`config.mk`:
```
export PLATFORM = sky130hd
export DESIGN_NAME = mips_mc_controller
export DESIGN_NICKNAME = d
export VERILOG_FILES = /design/src/rtl/mips_ctrl_pkg.sv /design/src/rtl/mips_ctrl_decode.sv /design/src/rtl/mips_mc_controller.sv
export SDC_FILE = /design/constraint.sdc
export NUM_CORES = 1
export LEC_CHECK = 0
export ABC_CLOCK_PERIOD_IN_PS = 3600
export BUFFER_PORTS_ARGS = -buffer_cell sky130_fd_sc_hd__buf_2
export CORE_MARGIN = 2
export CORE_UTILIZATION = 50
export CTS_CLUSTER_SIZE = 20
export DETAILED_ROUTE_END_ITERATION = 6
export GPL_TIMING_DRIVEN = 0
export PLACE_DENSITY = 0.73
export SYNTH_ARGS = -nofsm -noshare
export SYNTH_HDL_FRONTEND = slang
export SYNTH_SLANG_ARGS = --single-unit
```
`constraint.sdc`:
```
create_clock -name clk -period 3.6 [get_ports clk]
set_input_delay 0.36 -clock clk [delete_from_list [all_inputs] [get_ports clk]]
set_output_delay 0.36 -clock clk [all_outputs]
set_load 0.03 [all_outputs]
```
`src/rtl/mips_ctrl_pkg.sv`:
```
// Shared types and encodings for the multi-cycle MIPS controller.
//  - state_t       : controller FSM states
//  - OP_* / FN_*   : opcode and R-type funct encodings
//  - alu_op_t      : ALU function codes driven on alu_operation
//  - instr_class_t : decoded instruction class used by the FSM
package mips_ctrl_pkg;

    localparam int unsigned OPC_W     = 6;
    localparam int unsigned ALU_CODE_W = 4;
    localparam int unsigned CLASS_W   = 4;

    typedef enum logic [2:0] {
        FETCH  = 3'd0,
        DECODE = 3'd1,
        EXEC   = 3'd2,
        MEM    = 3'd3,
        WB     = 3'd4,
        HALT   = 3'd5
    } state_t;

    localparam logic [OPC_W-1:0] OP_RTYPE = 6'h00;
    localparam logic [OPC_W-1:0] OP_J     = 6'h02;
    localparam logic [OPC_W-1:0] OP_JAL   = 6'h03;
    localparam logic [OPC_W-1:0] OP_BEQ   = 6'h04;
    localparam logic [OPC_W-1:0] OP_BNE   = 6'h05;
    localparam logic [OPC_W-1:0] OP_ADDI  = 6'h08;
    localparam logic [OPC_W-1:0] OP_LW    = 6'h23;
    localparam logic [OPC_W-1:0] OP_SW    = 6'h2B;

    localparam logic [OPC_W-1:0] FN_ADD     = 6'h20;
    localparam logic [OPC_W-1:0] FN_SUB     = 6'h22;
    localparam logic [OPC_W-1:0] FN_AND     = 6'h24;
    localparam logic [OPC_W-1:0] FN_OR      = 6'h25;
    localparam logic [OPC_W-1:0] FN_SLT     = 6'h2A;
    localparam logic [OPC_W-1:0] FN_JR      = 6'h08;
    localparam logic [OPC_W-1:0] FN_SYSCALL = 6'h0C;

    typedef enum logic [ALU_CODE_W-1:0] {
        ALU_ADD = 4'd0,
        ALU_SUB = 4'd1,
        ALU_AND = 4'd2,
        ALU_OR  = 4'd3,
        ALU_SLT = 4'd4
    } alu_op_t;

    typedef enum logic [CLASS_W-1:0] {
        CLS_RTYPE   = 4'd0,
        CLS_LW      = 4'd1,
        CLS_SW      = 4'd2,
        CLS_ADDI    = 4'd3,
        CLS_BEQ     = 4'd4,
        CLS_BNE     = 4'd5,
        CLS_J       = 4'd6,
        CLS_JAL     = 4'd7,
        CLS_JR      = 4'd8,
        CLS_SYSCALL = 4'd9
    } instr_class_t;

endpackage

```
`src/rtl/mips_ctrl_decode.sv`:
```
// Pure combinational instruction decoder.
// Ports:
//  i_opcode  in  6  latched inst[31:26]
//  i_funct   in  6  latched inst[5:0]
//  o_class   out 4  instruction class (instr_class_t encoding)
//  o_alu_op  out 4  ALU function for EXEC (alu_op_t encoding)
//  o_illegal out 1  opcode or R-type funct not in the supported map
module mips_ctrl_decode
    import mips_ctrl_pkg::*;
(
    input  logic [5:0] i_opcode,
    input  logic [5:0] i_funct,
    output logic [3:0] o_class,
    output logic [3:0] o_alu_op,
    output logic       o_illegal
);

    // Jumps and unrecognised encodings leave the ALU on ADD.
    always_comb begin
        o_class   = CLS_RTYPE;
        o_alu_op  = ALU_ADD;
        o_illegal = 1'b0;
        case (i_opcode)
            OP_RTYPE: begin
                case (i_funct)
                    FN_ADD:     o_alu_op = ALU_ADD;
                    FN_SUB:     o_alu_op = ALU_SUB;
                    FN_AND:     o_alu_op = ALU_AND;
                    FN_OR:      o_alu_op = ALU_OR;
                    FN_SLT:     o_alu_op = ALU_SLT;
                    FN_JR:      o_class  = CLS_JR;
                    FN_SYSCALL: o_class  = CLS_SYSCALL;
                    default:    o_illegal = 1'b1;
                endcase
            end
            OP_J:    o_class = CLS_J;
            OP_JAL:  o_class = CLS_JAL;
            OP_BEQ: begin
                o_class  = CLS_BEQ;
                o_alu_op = ALU_SUB;
            end
            OP_BNE: begin
                o_class  = CLS_BNE;
                o_alu_op = ALU_SUB;
            end
            OP_ADDI: o_class = CLS_ADDI;
            OP_LW:   o_class = CLS_LW;
            OP_SW:   o_class = CLS_SW;
            default: o_illegal = 1'b1;
        endcase
    end

endmodule

```
`src/rtl/mips_mc_controller.sv`:
```
// Multi-cycle MIPS control FSM: FETCH/DECODE/EXEC/MEM/WB/HALT with a
// req/ready memory handshake and a wait-state watchdog.
// Ports:
//  clk, rst_b (sync, active-high)   clock / reset
//  opcode, funct                    instruction fields, captured on ir_write
//  alu_zero                         ALU zero flag, used in EXEC for branches
//  mem_ready                        memory completes current request
//  mem_req, mem_write_en            memory request / store strobe
//  ir_write, pc_write               IR latch / PC update enables
//  alu_src, reg_dest, mem_or_reg, reg_or_mem   datapath mux selects
//  alu_operation                    ALU function code
//  reg_write_enable                 register file write
//  branch, jump, jump_register, link           next-PC / link selects
//  halted, error                    sticky stop / fault flags
// Outputs are combinational from the registered state so nothing lags it;
// everything is forced low in the reset cycle.
module mips_mc_controller
    import mips_ctrl_pkg::*;
#(
    parameter int unsigned ALU_OP_W     = 4,
    parameter int unsigned MEM_WAIT_MAX = 15
) (
    input  logic                clk,
    input  logic                rst_b,
    input  logic [5:0]          opcode,
    input  logic [5:0]          funct,
    input  logic                alu_zero,
    input  logic                mem_ready,
    output logic                mem_req,
    output logic                mem_write_en,
    output logic                ir_write,
    output logic                pc_write,
    output logic                alu_src,
    output logic                reg_dest,
    output logic                mem_or_reg,
    output logic                reg_or_mem,
    output logic [ALU_OP_W-1:0] alu_operation,
    output logic                reg_write_enable,
    output logic                branch,
    output logic                jump,
    output logic                jump_register,
    output logic                link,
    output logic                halted,
    output logic                error
);

    localparam int unsigned CNT_W = $clog2(MEM_WAIT_MAX + 1);

    state_t           r_state;
    state_t           w_next;
    logic [CNT_W-1:0] r_wait_cnt;
    logic [CNT_W-1:0] w_wait_cnt_nx;
    logic [5:0]       r_opcode;
    logic [5:0]       r_funct;
    logic             r_error;
    logic             w_error_set;
    logic             w_capture;
    logic             w_timeout;
    logic [3:0]       w_class;
    logic [3:0]       w_alu_op;
    logic             w_illegal;

    mips_ctrl_decode u_decode (
        .i_opcode  (r_opcode),
        .i_funct   (r_funct),
        .o_class   (w_class),
        .o_alu_op  (w_alu_op),
        .o_illegal (w_illegal)
    );

    assign w_timeout = (r_wait_cnt == CNT_W'(MEM_WAIT_MAX));

    // State, watchdog counter, latched instruction fields and sticky error.
    always_ff @(posedge clk) begin
        if (rst_b) begin
            r_state    <= FETCH;
            r_wait_cnt <= '0;
            r_opcode   <= '0;
            r_funct    <= '0;
            r_error    <= 1'b0;
        end else begin
            r_state    <= w_next;
            r_wait_cnt <= w_wait_cnt_nx;
            if (w_capture) begin
                r_opcode <= opcode;
                r_funct  <= funct;
            end
            if (w_error_set) begin
                r_error <= 1'b1;
            end
        end
    end

    // Next-state and control outputs.
    always_comb begin
        w_next           = r_state;
        w_error_set      = 1'b0;
        w_capture        = 1'b0;
        mem_req          = 1'b0;
        mem_write_en     = 1'b0;
        ir_write         = 1'b0;
        pc_write         = 1'b0;
        alu_src          = 1'b0;
        reg_dest         = 1'b0;
        mem_or_reg       = 1'b0;
        reg_or_mem       = 1'b0;
        alu_operation    = '0;
        reg_write_enable = 1'b0;
        branch           = 1'b0;
        jump             = 1'b0;
        jump_register    = 1'b0;
        link             = 1'b0;
        halted           = 1'b0;
        error            = r_error;

        case (r_state)
            FETCH: begin
                if (w_timeout) begin
                    w_next      = HALT;
                    w_error_set = 1'b1;
                end else begin
                    mem_req = 1'b1;
                    if (mem_ready) begin
                        ir_write  = 1'b1;
                        pc_write  = 1'b1;
                        w_capture = 1'b1;
                        w_next    = DECODE;
                    end
                end
            end
            DECODE: begin
                if (w_illegal) begin
                    w_next      = HALT;
                    w_error_set = 1'b1;
                end else if (w_class == CLS_SYSCALL) begin
                    w_next = HALT;
                end else begin
                    w_next = EXEC;
                end
            end
            EXEC: begin
                alu_operation = ALU_OP_W'(w_alu_op);
                case (w_class)
                    CLS_RTYPE: w_next = WB;
                    CLS_LW, CLS_SW: begin
                        alu_src = 1'b1;
                        w_next  = MEM;
                    end
                    CLS_ADDI: begin
                        alu_src = 1'b1;
                        w_next  = WB;
                    end
                    CLS_BEQ, CLS_BNE: begin
                        branch   = 1'b1;
                        // bne inverts the sense of the zero flag.
                        pc_write = alu_zero ^ (w_class == CLS_BNE);
                        w_next   = FETCH;
                    end
                    CLS_J: begin
                        jump     = 1'b1;
                        pc_write = 1'b1;
                        w_next   = FETCH;
                    end
                    CLS_JAL: begin
                        jump             = 1'b1;
                        link             = 1'b1;
                        reg_write_enable = 1'b1;
                        pc_write         = 1'b1;
                        w_next           = FETCH;
                    end
                    CLS_JR: begin
                        jump_register = 1'b1;
                        pc_write      = 1'b1;
                        w_next        = FETCH;
                    end
                    default: begin
                        w_next      = HALT;
                        w_error_set = 1'b1;
                    end
                endcase
            end
            MEM: begin
                if (w_timeout) begin
                    w_next      = HALT;
                    w_error_set = 1'b1;
                end else begin
                    mem_req      = 1'b1;
                    mem_write_en = (w_class == CLS_SW);
                    if (mem_ready) begin
                        w_next = (w_class == CLS_SW) ? FETCH : WB;
                    end
                end
            end
            WB: begin
                reg_write_enable = 1'b1;
                reg_dest         = (w_class == CLS_RTYPE);
                mem_or_reg       = (w_class == CLS_LW);
                w_next           = FETCH;
            end
            HALT: begin
                halted = 1'b1;
            end
            default: begin
                w_next = HALT;
            end
        endcase

        // Count unanswered request cycles; any state change or ready clears.
        if ((w_next == r_state) && mem_req && !mem_ready) begin
            w_wait_cnt_nx = r_wait_cnt + CNT_W'(1);
        end else begin
            w_wait_cnt_nx = '0;
        end

        if (rst_b) begin
            mem_req          = 1'b0;
            mem_write_en     = 1'b0;
            ir_write         = 1'b0;
            pc_write         = 1'b0;
            alu_src          = 1'b0;
            reg_dest         = 1'b0;
            mem_or_reg       = 1'b0;
            reg_or_mem       = 1'b0;
            alu_operation    = '0;
            reg_write_enable = 1'b0;
            branch           = 1'b0;
            jump             = 1'b0;
            jump_register    = 1'b0;
            link             = 1'b0;
            halted           = 1'b0;
            error            = 1'b0;
        end
    end

endmodule

```
==> results of run 1 <==
## per-layer routing
metal / part of all wire [%] / up-vias / GRT usage (%)
met4: 1.4 / 0 / 9.52
li1: - / 773 / -
met2: 45 / 74 / 35.2
met3: 7.0 / 6 / 3.92
met5: 0 / - / 0
met1: 46 / 690 / 31.1
## critical path, stage by stage (launching register included)
cell and delay [ns]:
dfxtp_1 0.32, buf_6 0.13, or4_4 0.51, or4_1 0.49
buf_2 0.16, o211a_1 0.25, nand4bb_1 0.19, nand3_1 0.09
buf_2 0.20
## layout by cell type, fill, tap and decap left out, types with 2 or more instances in the layout
cell type / count
buf_4: 2
conb_1: 2
clkbuf_1: 12
a211oi_1: 2
nand3_1: 13
or3_1: 4
o21ai_0: 5
o211ai_1: 2
a21oi_1: 20
clkbuf_4: 3
nand2b_1: 5
nor2_1: 17
or4b_1: 3
inv_1: 4
a2111oi_0: 2
dfxtp_1: 20
o2111ai_1: 2
nor4_1: 4
buf_2: 33
xor2_1: 2
nor3_1: 8
nand2_1: 32
nand4_1: 2
nor2b_1: 4
and3_1: 3
nand3b_1: 4
## where the power goes
part,internal [mW],switching [mW]
sequential,0.268,0.0369
combinational,0.176,0.307
clock,0.0390,0.0642
total,0.482,0.408
## registers in the layout (all words and copies together) (netlist names)
signal / flops
r_opcode: 6
r_funct: 6
r_error: 1
r_state: 3
r_wait_cnt: 4
## metrics by stage
| stage | total power, mW | utilization, % | setup WS [ns] |
|---|---|---|---|
| finish | 0.890 | 59.7 | 0.601 |
| global route | 0.967 | 59.7 | 0.490 |
| CTS | 0.887 | 59.7 | 0.603 |
| detailed placement | 0.784 | 58.8 | 0.940 |
| global placement | 0.770 | 58.8 | 0.957 |
| floorplan | 0.673 | - | 0.657 |
## cell usage after synthesis (all sizes together), types with 3 or more instances
master,instances
nor2b,4
and3,3
or4b,3
buf,4
or3,4
nand2,32
nor4,4
dfxtp,20
nand3,13
nand2b,5
a21oi,20
nor2,17
inv,4
nor3,9
o21ai,5
nand3b,4
clkbuf,12
## path summary, 6_finish.rpt
| kind | end | cells after the start |
|---|---|---|
| worst min-delay path | r_funct[2] | 3 |
| worst max register to register | r_state[0] | 6 |
| worst min register to register | r_wait_cnt[0] | 1 |
| worst max-delay path | pc_write | 8 |
## cell type report
cell class / instances / area share [%]
multi-input combinational: 156 / 55.5
sequential: 20 / 25.0
timing repair buffer: 32 / 9.99
buffer: 16 / 4.76
tap: 31 / 2.42
clock buffer: 3 / 1.41
inverter: 4 / 0.937
## logic make-up (layout without fill, tap and decap cells)
family,Yosys count,count (layout),synth area share [%]
adder cells (fa/ha/maj),2,2,1.63
buffers and inverters,20,55,6.63
AO/OA/AOI/OAI,40,40,18.7
AND/OR/NAND/NOR,109,109,41.8
flip-flops,20,20,29.1
other,1,2,0.272
XOR/XNOR,3,3,1.91
==> flow_metrics.tcl, run 1 <==
set metrics [dict create \
    yosys-top-cells-area "dfxtp_1, nand2_1, a21oi_1, nand3_1, nor2_1" \
    die_h_um 56.5 \
    via_count 1543 \
    yosysWarnings 0 \
    critPathKind "reg2out" \
    post_drt_wl_per_cell_um 13.7 \
    yosysUniqueCellTypes 46 \
    drc 0 \
    yosys.area.top_type "dfxtp_1" \
    yosysSeqAreaShare_pct 29.1 \
    cts_sinks 20 \
    post_drt_via_cell_ratio 5.89 \
    pin_count 35 \
    grt_overflow_total 0 \
    grt_start_max_net_pins 11 \
    hp-class "in2reg" \
    startpoint "r_opcode[0]" \
    ys_ff_latch 20 \
    synthToLayoutAreaGrowth_pct 16.3 \
    dpl.hpwl_um 2740 \
    fp-row-count 19 \
    r2r_slack_ns 1.35 \
    syn_inst 195 \
    post_cts_resized 0 \
    root_buffer "clkbuf_4" \
    drv_cap 0 \
    synth-edff-count 0 \
    finalWirelength_um 3580 \
    ctsHoldBuffers 0 \
    ys.flop_type "dfxtp_1" \
    insertion_delay_ns 0.29 \
    initial_core_util_pct 51.3 \
    core_area_mm2 0.00269 \
    cts_htree_levels 1 \
    synth_area_mm2 0.00138 \
    cts_made_buffers 3 \
    numPortBuffers 32 \
    layout-drive-gt1-share_pct 18.6 \
    min_from "funct[2]" \
    layout_min_cycle_time_ns 3.00 \
    finalCritPeriodShare_pct 83.3 \
    skew_ns 0.00216 \
    cts_setup_buffers 0 \
    reg2reg_from "r_opcode[0]" \
    syn_area_per_cell_um2 7.06 \
    place_area_mm2 0.00158 \
    synth_top_area_share_pct 29.1 \
    final_nets 250 \
    final_cells 262 \
    num_antenna_cells 0 \
    start_kind "register" \
    clkTransAtPathRegs_ns 0.10 \
    drt-initial-drc-count 102 \
    seqCellArea_um2 400 \
    fin_area_mm2 0.00160 \
    grt_usage_pct 22.8 \
    clock_path_buffers 2 \
    antenna_found_initial 0 \
    dr.pass1.iters 5 \
    nFillCells 272 \
    die_area_mm2 0.00319 \
    cts_tree "yes" \
    setup_viol_count_final 0 \
    drv_slew 0 \
    drtAntennaViolNets 0 \
    arrival_ns 2.64 \
    rsz0062_at_grt "false" \
    max_freq_mhz 333 \
    synthArstFlopShare_pct 0 \
    worstPathRequired_ns 3.24 \
    grt_pass1_wl_um 5840 \
    status "finished clean" \
    critPathMaxFanout 9 \
    finalHoldViolations 0 \
    holdWs_ns 0.291 \
    gp_congestion 0.890 \
    end_kind "output pin" \
    ir_drop_uv 358 \
    die_width_um 56.5 \
    powerDensity_mw_per_mm2 555 \
    grt_pass1_vias 1386 \
    setup_tns_ns 0 \
    dp.cells 259 \
    power.leakage_nw 0.646 \
    multiInputGateArea_um2 890 \
]
Power figures use the tool's default switching activity.
==> run 2: changes to the inputs <==
--- a/config.mk
+++ b/config.mk
@@ -5,14 +5,14 @@
 export SDC_FILE = /design/constraint.sdc
 export NUM_CORES = 1
 export LEC_CHECK = 0
-export ABC_CLOCK_PERIOD_IN_PS = 3600
+export ABC_CLOCK_PERIOD_IN_PS = 2550
 export BUFFER_PORTS_ARGS = -buffer_cell sky130_fd_sc_hd__buf_2
 export CORE_MARGIN = 2
-export CORE_UTILIZATION = 50
+export CORE_UTILIZATION = 47
 export CTS_CLUSTER_SIZE = 20
 export DETAILED_ROUTE_END_ITERATION = 6
 export GPL_TIMING_DRIVEN = 0
-export PLACE_DENSITY = 0.73
+export PLACE_DENSITY = 0.72
 export SYNTH_ARGS = -nofsm -noshare
 export SYNTH_HDL_FRONTEND = slang
 export SYNTH_SLANG_ARGS = --single-unit
==> constraint.sdc (replaced) <==
create_clock -name clk -period 2.55 [get_ports clk]
set_input_delay 0.255 -clock clk [delete_from_list [all_inputs] [get_ports clk]]
set_output_delay 0.255 -clock clk [all_outputs]
set_load 0.03 [all_outputs]
==> flow_metrics.tcl, run 2 (synthesized netlist as in run 1, its figures left out) <==
set metrics [dict create \
    pin_count 35 \
    dr.pass1.iters 4 \
    fp-row-count 19 \
    gp_congestion 0.902 \
    grt_start_max_net_pins 11 \
    synthToLayoutAreaGrowth_pct 21.0 \
    grt_pass1_vias 1418 \
    fin_ws_ns -0.111 \
    dpl.hpwl_um 2660 \
    powerDensity_mw_per_mm2 780 \
    die_h_um 58.1 \
    finalCritPeriodShare_pct 104 \
    insertion_delay_ns 0.31 \
    worstPathRequired_ns 2.30 \
    drv_slew 0 \
    post_drt_via_cell_ratio 5.76 \
    cts_tree "yes" \
    root_buffer "clkbuf_4" \
    final_cell_mix "nand2_1, buf_2, a21oi_1, nor2_1, dfxtp_1" \
    cts_made_buffers 3 \
    critPathKind "reg2out" \
    die_width_um 58.1 \
    arrival_ns 2.41 \
    layout-drive-gt1-share_pct 22.9 \
    power_mw 1.30 \
    core_area_mm2 0.00278 \
    drtAntennaViolNets 0 \
    num_antenna_cells 0 \
    ir_drop_uv 515 \
    finalHoldViolations 0 \
    cts_sinks 20 \
    drt-initial-drc-count 95 \
    layout_commonest_cell "nand2_1" \
    numPortBuffers 32 \
    power.leakage_nw 0.679 \
    top_regs "r_funct (6), r_opcode (6), r_wait_cnt (4)" \
    setup_viol_count_final 2 \
    clkTransAtPathRegs_ns 0.11 \
    critPathMaxFanout 3 \
    drv_cap 0 \
    final_nets 250 \
    max_freq_mhz 376 \
    tightestPinTransition_ns 0.518 \
    grt_overflow_total 0 \
    nFillCells 290 \
    grt_pass1_wl_um 6130 \
    place_worst_setup_slack_ns -0.0341 \
    grt_usage_pct 23.3 \
    rsz0062_at_grt "true" \
    end_kind "output pin" \
    start_kind "register" \
    antenna_found_initial 0 \
    via_count 1508 \
    hp-class "in2reg" \
    clock_path_buffers 2 \
    skew_ns 0.00653 \
    holdWs_ns 0.168 \
    layout_min_cycle_time_ns 2.66 \
    violations "setup timing" \
    relSlewSlack_pct 65.5 \
    finalWirelength_um 3600 \
    post_drt_wl_per_cell_um 13.7 \
    cts_htree_levels 1 \
    die_area_mm2 0.00338 \
    initial_core_util_pct 49.5 \
    drc 0 \
    status "finished with violations" \
]
==> run 2: changes by cell type in the layout (fill, tap and decap cells not counted), moves of 2 or more <==
cell,delta
buf_2,-5
buf_4,+4
clkbuf_1,-3
dfxtp_1,-3
buf_6,+2
clkbuf_2,+2
dfxtp_2,+2
==> run 2: repair_timing <==
| action | in CTS | in global routing |
|---|---|---|
| gates resized for setup | 14 | 6 |
| pin swaps | 6 | 4 |
| buffers inserted | 3 | 0 |
| setup endpoints to repair | 4 | 7 |
| hold buffers | 0 | 0 |
==> run 2: cell type report <==
| class | instances | area [µm²] | share of cell area (%) |
|---|---|---|---|
| tap | 31 | 38.8 | 2.33 |
| sequential | 20 | 407 | 24.4 |
| multi-input combinational | 156 | 921 | 55.3 |
| timing repair buffer | 35 | 204 | 12.2 |
| buffer | 13 | 58.8 | 3.53 |
| inverter | 4 | 15.0 | 0.901 |
| clock buffer | 3 | 22.5 | 1.35 |
==> run 2: final timing paths <==
path | startpoint | end | slack (ns) | cells past startpoint
min reg2reg | r_wait_cnt[0] | r_wait_cnt[0] | 0.45 | 1
max reg2reg | r_opcode[0] | r_state[0] | 0.43 | 5
max | r_opcode[0] | pc_write | -0.11 | 6
min | funct[5] | r_funct[5] | 0.17 | 3
==> run 2: layer usage <==
layer | GRT usage [%] | wire length, µm | part of all wire (%)
met3 | 3.13 | 258 | 7.2
met4 | 8.31 | 50 | 1.4
met1 | 31.5 | 1670 | 46
met2 | 38.0 | 1620 | 45
met5 | 0 | 0 | 0
==> run 2: where the power goes <==
part | leakage (nW) | internal [mW] | switching, mW | total [mW]
combinational | 0.500 | 0.266 | 0.441 | 0.708
clock | 0.0138 | 0.0553 | 0.0981 | 0.153
sequential | 0.165 | 0.381 | 0.0581 | 0.439
total | 0.679 | 0.702 | 0.597 | 1.30
==> run 2: critical path, stage by stage, from the launching register on <==
cell,delay [ns]
dfxtp_4,0.36
or4_4,0.53
or4_4,0.52
o211a_4,0.27
nand4bb_1,0.18
nand3_1,0.11
buf_6,0.14
==> run 2: stage by stage <==
| step | setup TNS (ns) | area, µm² | util [%] | instances |
|---|---|---|---|---|
| finish | -0.217 | 1670 | 59.9 | 262 |
| detailed placement | -0.0361 | 1600 | 57.4 | 259 |
| CTS | -0.455 | 1670 | 60.2 | 264 |
| floorplan | -0.0597 | 1400 | - | 196 |
| global route | -0.575 | 1670 | 59.9 | 262 |
| global placement | -0.0316 | 1600 | 57.4 | 259 |
==> run 3: changes to the inputs <==
==> constraint.sdc (replaced) <==
create_clock -name clk -period 2.55 [get_ports clk]
set_input_delay 0.255 -clock clk [delete_from_list [all_inputs] [get_ports clk]]
set_output_delay 0.255 -clock clk [all_outputs]
set_load 0.1 [all_outputs]
==> flow_metrics.tcl, run 3 (synthesized netlist as in run 1, its figures left out) <==
set metrics [dict create \
    status "finished with violations" \
    violations "setup timing" \
    nFillCells 264 \
    top_regs "r_funct (6), r_opcode (6), r_wait_cnt (4)" \
    start_kind "register" \
    endpoint "reg_write_enable" \
    cts_made_buffers 3 \
    grt_pass1_wl_um 6480 \
    multiInputGateArea_mm2 0.00102 \
    die_h_um 58.1 \
    critPathMaxFanout 6 \
    dp.cells 259 \
    rsz0062_at_grt "true" \
    r2r_slack_ns 0.55 \
    p_clk_share_pct 12.4 \
    drtAntennaViolNets 0 \
    grt_overflow_total 0 \
    powerDensity_mw_per_mm2 847 \
    initial_core_util_pct 49.5 \
    finalHoldViolations 0 \
    tightestPinTransition_ns 0.596 \
    finalWirelength_um 3910 \
    comb_power_share_pct 58.6 \
    startpoint "r_opcode[0]" \
    fp-row-count 19 \
    layout-drive-gt1-share_pct 28.9 \
    reg2reg_from "r_opcode[0]" \
    synthToLayoutAreaGrowth_pct 32.5 \
    die_width_um 58.1 \
    seq_power_share_pct 29.0 \
    hp-class "in2reg" \
    power.leakage_nw 0.718 \
    drv_slew 0 \
    critPathKind "reg2out" \
    layout_commonest_cell "nand2_1" \
    clock_path_buffers 2 \
    skew_ns 0.000533 \
    cts_sinks 20 \
    clkTransAtPathRegs_ns 0.12 \
    switchingPower_mw 0.781 \
    setup_viol_count_final 4 \
    pin_count 35 \
    final_cells 263 \
    worst-r2r-cell-count 4 \
    post_drt_wl_per_cell_um 14.9 \
    post_drt_via_cell_ratio 5.85 \
    core_area_mm2 0.00278 \
    power_mw 1.55 \
    dr.pass1.iters 4 \
    insertion_delay_ns 0.30 \
    grt_start_max_net_pins 12 \
    fin_ws_ns -0.190 \
    final_nets 250 \
    min_from "opcode[4]" \
    swShare_pct 50.5 \
    cts_tree "yes" \
    r2r_end "r_state[0]" \
    drv_cap 0 \
    arrival_ns 2.48 \
    grt_pass1_vias 1399 \
    drc 0 \
    cts_htree_levels 1 \
    internal_power_mw 0.765 \
    ctsHoldBuffers 0 \
    drt-initial-drc-count 89 \
    finalCritPeriodShare_pct 107 \
    layout_min_cycle_time_ns 2.74 \
    relSlewSlack_pct 60.3 \
    numPortBuffers 32 \
    final_cell_mix "nand2_1, buf_2, a21oi_1, nor2_1, dfxtp_1" \
    num_antenna_cells 0 \
    die_area_mm2 0.00338 \
    ir_drop_uv 700 \
    end_kind "output pin" \
    max_freq_mhz 365 \
    seqCellArea_um2 408 \
    dpl.hpwl_um 2940 \
    via_count 1538 \
    root_buffer "clkbuf_4" \
    gp_congestion 0.895 \
    grt_usage_pct 24.7 \
    worstPathRequired_ns 2.30 \
    antenna_found_initial 0 \
]
-- run 3: layout make-up --
type / instances / share of cell area (%)
Inverter: 4 / 0.822
Buffer: 13 / 3.29
Tap cell: 31 / 2.12
Timing Repair Buffer: 35 / 13.6
Clock buffer: 4 / 1.99
Multi-Input combinational cell: 156 / 55.8
Sequential cell: 20 / 22.3
-- run 3: critical path, stage by stage, from the launching register on --
cell,delay [ns]
dfxtp_4,0.36
or4_4,0.52
or4_4,0.55
o211a_4,0.27
nor3_4,0.13
nand2b_4,0.16
buf_12,0.18
-- run 3: power groups by stage --
stage	clock (mW)	combinational [mW]	sequential (mW)
after global placement	0	0.858	0.434
final	0.192	0.906	0.449
after global routing	0.202	0.985	0.457
after CTS	0.191	0.893	0.445
after floorplan	0	0.719	0.424
after detailed placement	0	0.868	0.442
-- run 3: layer usage --
metal	part of all wire, %	wire, µm	up-vias	global-route usage, %
met5	0	0	-	0
met3	2.9	112	5	1.56
met2	49	1920	42	42.7
met1	47	1830	721	33.6
li1	-	-	770	-
met4	1.0	40	0	5.98
-- run 3: metrics by stage --
step                hold WS [ns]  worst slack, ns  TNS [ns]  utilization, %  cell area, µm²
finish                     0.165           -0.190    -0.683            65.6            1830
global route               0.178           -0.272    -0.981            65.6            1830
CTS                        0.170           -0.228    -0.730            65.3            1820
detailed placement         0.440           -0.288    -0.718            61.1            1700
global placement           0.430           -0.258    -0.616            61.1            1700
floorplan                  0.391           -0.752     -3.62               -            1500
-- run 3: timing repair --
item                                    4_1_cts  5_1_grt
pin swaps                                     6        1
setup buffers                                 3        0
endpoints found under the setup margin        9       11
resized for setup                            23        9
-- run 3: worst min-delay path by stage --
stage / to / depth (start not counted)
after floorplan: r_opcode[0] / 2
after CTS: r_opcode[4] / 3
after global placement: r_wait_cnt[0] / 1
final: r_opcode[4] / 3
after global routing: r_opcode[4] / 3
after detailed placement: r_wait_cnt[0] / 1
